### src/rtl/mem_port_arbiter.sv
// rtl/mem_port_arbiter.sv - fetch/data arbiter for the single unified memory port
// Build option: define MEM_ARB_ROUND_ROBIN_EN to alternate grants on conflict.
module mem_port_arbiter #(
    parameter int ADDR_W   = 8,
    parameter int MAX_WAIT = 4
) (
    input  logic              clk,
    input  logic              rst,
    input  logic              if_req,
    input  logic [ADDR_W-1:0] if_addr,
    output logic [31:0]       if_rdata,
    output logic              if_valid,
    output logic              stall_if,
    input  logic              d_req,
    input  logic              d_we,
    input  logic [2:0]        d_funct3,
    input  logic [ADDR_W-1:0] d_addr,
    input  logic [31:0]       d_wdata,
    output logic [31:0]       d_rdata,
    output logic              d_valid,
    output logic              stall_mem,
    output logic              MemRead,
    output logic              MemWrite,
    output logic [2:0]        funct3,
    output logic [ADDR_W-1:0] addr,
    output logic [31:0]       data_in,
    input  logic [31:0]       data_out
);

    localparam logic [2:0] FUNCT3_LW = 3'b010;

    logic [3:0] wait_cnt;
    logic       last_gnt;
    logic       gnt_if;
    logic       gnt_d;
    logic       at_limit;

    assign at_limit = (wait_cnt == 4'(MAX_WAIT));

    always_comb begin
        gnt_if = 1'b0;
        gnt_d  = 1'b0;
        if (if_req && d_req) begin
`ifdef MEM_ARB_ROUND_ROBIN_EN
            // Alternate on conflict; an over-waited fetch still wins outright.
            if (at_limit || last_gnt) begin
                gnt_if = 1'b1;
            end else begin
                gnt_d = 1'b1;
            end
`else
            if (at_limit) begin
                gnt_if = 1'b1;
            end else begin
                gnt_d = 1'b1;
            end
`endif
        end else if (if_req) begin
            gnt_if = 1'b1;
        end else if (d_req) begin
            gnt_d = 1'b1;
        end
    end

    assign stall_if  = if_req & ~gnt_if;
    assign stall_mem = d_req & ~gnt_d;

    // Strobes are gated by reset so nothing reaches memory during the reset cycle.
    always_comb begin
        MemRead  = 1'b0;
        MemWrite = 1'b0;
        funct3   = 3'b000;
        addr     = '0;
        data_in  = 32'h0;
        if (gnt_if) begin
            MemRead = rst;
            funct3  = FUNCT3_LW;
            addr    = if_addr;
        end else if (gnt_d) begin
            MemRead  = rst & ~d_we;
            MemWrite = rst & d_we;
            funct3   = d_funct3;
            addr     = d_addr;
            data_in  = d_wdata;
        end
    end

    always_ff @(posedge clk) begin
        if (!rst) begin
            if_rdata <= 32'h0;
            d_rdata  <= 32'h0;
            if_valid <= 1'b0;
            d_valid  <= 1'b0;
            wait_cnt <= 4'd0;
            last_gnt <= 1'b0;
        end else begin
            if_valid <= gnt_if;
            d_valid  <= gnt_d;
            if (gnt_if) begin
                if_rdata <= data_out;
            end
            if (gnt_d && !d_we) begin
                d_rdata <= data_out;
            end
            if (gnt_if || !if_req) begin
                wait_cnt <= 4'd0;
            end else if (!at_limit) begin
                wait_cnt <= wait_cnt + 4'd1;
            end
            if (gnt_if) begin
                last_gnt <= 1'b0;
            end else if (gnt_d) begin
                last_gnt <= 1'b1;
            end
        end
    end

endmodule

### config.mk
export PLATFORM = sky130hd
export DESIGN_NAME = mem_port_arbiter
export DESIGN_NICKNAME = d
export VERILOG_FILES = /design/src/rtl/mem_port_arbiter.sv
export SDC_FILE = /design/constraint.sdc
export NUM_CORES = 1
export LEC_CHECK = 0
export BUFFER_PORTS_ARGS = -buffer_cell sky130_fd_sc_hd__buf_2
export CAP_MARGIN = 20
export CORE_UTILIZATION = 38
export DETAILED_ROUTE_END_ITERATION = 12
export PLACE_DENSITY = 0.79
export SKIP_CTS_REPAIR_TIMING = 1
export SYNTH_ARGS = -nofsm -noshare
export SYNTH_HDL_FRONTEND = slang
export SYNTH_SLANG_ARGS = --single-unit
### constraint.sdc
create_clock -name clk -period 1.55 [get_ports clk]
set_input_delay 0.31 -clock clk [delete_from_list [all_inputs] [get_ports clk]]
set_output_delay 0.31 -clock clk [all_outputs]
set_load 0.05 [all_outputs]
### After elaboration in Yosys (flattened, before gate mapping)

Index checks and enable logic that the tools add are counted.

* logic and storage cells: 38
* input bits: 88
* output and inout bits: 113
* flip-flop bits (word level): 70

* $add $sub $neg: 1
* reduce and logical (&&, ||, !) cells: 6
* muxes and demuxes: 17
* equal/unequal tests: 1
* bitwise operators: 8

Operators by type and width (number)
* $mux 32: 2
* $mux 8: 2
* $mux 1: 11
* $mux 3: 2
* $add 4x1->4 const B: 1
* $and 1x1->1: 4
* $eq 4x3->1 const B: 1
* $not 1->1: 4
* $logic_and 1x1->1: 2
* $logic_not 1->1: 2
* $reduce_or 2->1: 1
* $logic_or 1x1->1: 1

### Depth between registers and ports, before layout

* depth in word-level cells: 5
* gate-level depth with buffers: 7
* gate-level depth less buffers: 5

### Worst setup path after synthesis

No wires, ideal clock.

* kind: reg-to-output
* start: register wait_cnt[0]
* end: output port MemRead
* path slack: -0.681 ns
* arrival: 1.921 ns
* cell stages (with the launch flop): 8
* data required time: 1.240 ns
* buffers on the path: 2
* cell sequence: dfxtp_1 -> inv_1 -> ha_1 -> nand4b_2 -> nand3b_2 -> buf_6 -> buf_12 -> a21boi_1

* cells in the longest elaborated chain, start to end: 5
* elaborated cells on any way between the ends: 7
* classes of those cells: eq/ne (1); mux (6)

RTL lines
* start, declared: line 32 `logic [3:0] wait_cnt;`
* start signal, assigned: line 108 `wait_cnt <= wait_cnt + 4'd1;`
* $eq 4x3->1 *: line 38 `assign at_limit = (wait_cnt == 4'(MAX_WAIT));`
* $mux 1: line 52 `if (at_limit) begin`
* $mux 1: line 43 `if (if_req && d_req) begin`
* $mux 1: line 79 `end else if (gnt_d) begin`
* $mux 1 *: line 75 `if (gnt_if) begin`
* end, declared: line 22 `output logic MemRead,`

Every way passes the cells marked *; elsewhere a longest branch is shown, timed or not.

### Worst setup path in the final report

* start: register wait_cnt[1]
* end: output port addr[6]

* cells in the longest elaborated chain, start to end: 5
* elaborated cells on any way between the ends: 7
* classes of those cells: eq/ne (1); mux (6)

RTL lines
* $eq 4x3->1 *: line 38
* $mux 1: line 52
* $mux 1: line 43
* $mux 8: line 79
* $mux 8 *: line 75
* end, declared: line 25 `output logic [ADDR_W-1:0] addr,`

Marked as above.

==> results.sh <==
export IMPL_status="complete, but fails checks"
export IMPL_violations="setup timing"
export IMPL_layout_drive_gt1_share_pct=55.4
export IMPL_p_leak_nw=2.76
export IMPL_post_dp_hpwl_um=6500
export IMPL_fin_nets=631
export IMPL_wl_um=9520
export IMPL_critPathArrivalTime_ps=1730
export IMPL_period_share_pct=132
export IMPL_crit_path_max_fanout=9
export IMPL_clock_path_buffers=2
export IMPL_slew_viol_final=0
export IMPL_yosysSeqAreaShare_pct=45.3
export IMPL_ys_ff_latch=70
export IMPL_synthTopCellsByArea="dfxtp_1 (45%), mux2i_1 (21%), nand2_1 (12%)"
export IMPL_final_antenna_net_count=0
export IMPL_clkSinkCount=70
export IMPL_wl_per_cell_um=14.7
export IMPL_core_area_sq_um=7810
export IMPL_grt_ovfl_total=0
export IMPL_cts_root_buf="clkbuf_8"
export IMPL_crit_required_ps=1240
export IMPL_cts_buffers_inserted=9
export IMPL_setup_viol=72
export IMPL_syn_area_sq_um=3090
export IMPL_num_vias=3115
export IMPL_hold_viol_final=0
export IMPL_worst_pin_slew_ps=546
export IMPL_regToRegStartpoint="wait_cnt[1]$_SDFFE_PP0P_"
export IMPL_antenna_found_initial=0
export IMPL_syn_inst=326
export IMPL_crit_type="register to output pin"
export IMPL_fp_dieArea_sq_um=8500
export IMPL_area_growth_pct=61.9
export IMPL_endpoint_kind="output pin"
export IMPL_drv_cap=0
export IMPL_numPortBuffers=200
export IMPL_worstHoldStart="data_out[4]"
export IMPL_start_util_pct=39.6
export IMPL_synth_area_leader_cell="dfxtp_1"
export IMPL_vdd_ir_drop_max_mv=0.595
export IMPL_setup_ws_ps=-494
export IMPL_r2r_slack_ps=-60
export IMPL_cts_tree="done"
export IMPL_power_total_mw=4.70
export IMPL_vias_per_cell=4.81
export IMPL_max_freq_mhz=489
export IMPL_clk_pin_slew_ps=70
export IMPL_track_usage_pct=19.8
export IMPL_p_per_area_nw_per_um2=939
export IMPL_die_x_um=92.2
export IMPL_syn_nets=416
export IMPL_fin_worst_skew_ps=8.11
export IMPL_cts_htree_levels=3
export IMPL_fin_area_sq_um=5000
export IMPL_clk_latency_ps=340
export IMPL_rsz0062_at_grt="true"
export IMPL_min_path_cells=3
export IMPL_place_congestion=0.830
export IMPL_drt_pass1_iter_count=4
export IMPL_synth_top_cell_area_share_pct=45.3
export IMPL_grt_pass1_wl_um=13300
export IMPL_timing_hold_ws_ps=233
export IMPL_antenna_cells=0
export IMPL_synth_distinct_cells=26
export IMPL_placed_area_sq_um=4350
export IMPL_std_cell_rows=32
export IMPL_avgSynthCellArea_sq_um=9.48
export IMPL_pin_count=201
export IMPL_hold_end="if_rdata[4]$_SDFFE_PN0P_"
export IMPL_first_global_vias=2904
export IMPL_ff2ff_path_depth=9
export IMPL_startpoint_type="register"
export IMPL_min_period_ps=2040
export IMPL_relSlewSlack_pct=63.6
export IMPL_drc=0
export IMPL_fp_dieH_um=92.2
export IMPL_setup_tns_ps=-21820
export IMPL_hold_path_class="input pin to register"
export IMPL_grt_max_degree=60
export IMPL_detailedRoute_firstIterationViolations=80
export IMPL_synth_warnings=0
export IMPL_rr_endpoint="d_rdata[3]$_SDFFE_PN0P_"
==> worst max-delay path by stage <==
stage                                   startpoint      end  slack, ps  cells past startpoint
after detailed placement  wait_cnt[1]$_SDFFE_PP0P_  addr[1]       -200                      7
after global routing      wait_cnt[1]$_SDFFE_PP0P_  addr[6]       -550                      7
after global placement    wait_cnt[1]$_SDFFE_PP0P_  addr[1]       -160                      7
after floorplan           wait_cnt[1]$_SDFFE_PP0P_  MemRead       -190                      7
final                     wait_cnt[1]$_SDFFE_PP0P_  addr[6]       -490                      7
after CTS                 wait_cnt[1]$_SDFFE_PP0P_  addr[1]       -580                      7
==> routing by layer <==
metal	wire (um)	share of wire, %	vias to the layer above	GRT usage (%)
met5	0	0	-	0
met4	153	1.6	0	5.21
met3	664	7.0	21	5.97
met2	4880	51	143	34.5
met1	3830	40	1428	23.4
li1	-	-	1523	-
==> synth_stat cells <==
cell type  count
a21oi_2        1
and3b_4        1
a21boi_1       1
a22o_1         8
and3_1        37
dfxtp_1       70
nand3_1        1
mux2i_1       64
a21boi_2       1
o21ai_2        1
and2_1         1
ha_1           2
nand4b_2       1
nor2_1         5
buf_12         5
nand3b_1       1
nand3b_2       1
nand2_1       97
xnor2_1        1
buf_2          1
a21o_1         1
nand4_1        1
xor2_1         1
clkbuf_1      17
buf_6          3
inv_1          3
==> layout by cell type (no fill, tap or decap), drive strengths merged <==
master	instances
a21o	1
nor2	5
a22o	8
xnor2	1
xor2	1
ha	2
and2	1
a21oi	1
nand3b	2
nand3	1
clkinvlp	1
buf	228
nand2	97
clkinv	2
inv	3
nand4	1
dfxtp	70
clkbuf	13
and3	37
nand4b	1
and3b	1
mux2i	64
o21ai	1
a21boi	2
bufinv	1
==> state kept, by name, summed over array words and instances (netlist names) <==
signal and flops:
d_rdata 32, if_rdata 32, wait_cnt 4, d_valid 1, if_valid 1
==> per-stage QoR <==
stage                     utilization [%]  instances  worst slack, ps
after floorplan                         -        326             -185
after global placement               55.7        627             -159
after detailed placement             55.7        627             -204
after CTS                            58.2        642             -581
after global routing                 64.1        647             -554
final                                64.1        647             -494
==> worst max-delay path, cell delays in order, from the launching register on <==
cell and delay (ps):
dfxtp_2 330, inv_2 60, ha_4 140, and3b_4 240, a21oi_4 70, buf_12 140
a22o_2 270, buf_6 150
==> logic make-up (layout without fill, tap and decap cells) <==
group / Yosys count / after routing / share of synthesized area [%]
buf+inv: 29 / 248 / 6.92
flops: 70 / 70 / 45.3
mux: 64 / 64 / 20.7
xor+xnor: 2 / 2 / 0.567
compound gates: 13 / 13 / 3.68
simple gates: 146 / 146 / 21.9
fa+ha+maj: 2 / 2 / 0.810
==> final cells by class <==
class,instances,area (sq um)
multi-input combinational,227,1670
clock buffer,11,141
tap,102,128
timing repair buffer,230,1600
sequential,70,1400
clock inverter,4,47.5
inverter,3,11.3
fill,674,2800
==> power breakdown <==
group	internal, mW	leakage [nW]	switching (mW)
registers	1.89	0.574	0.0412
clock network	0.773	0.0952	0.656
logic	0.468	2.09	0.873
Note: power is estimated with default switching activity, not from simulation.
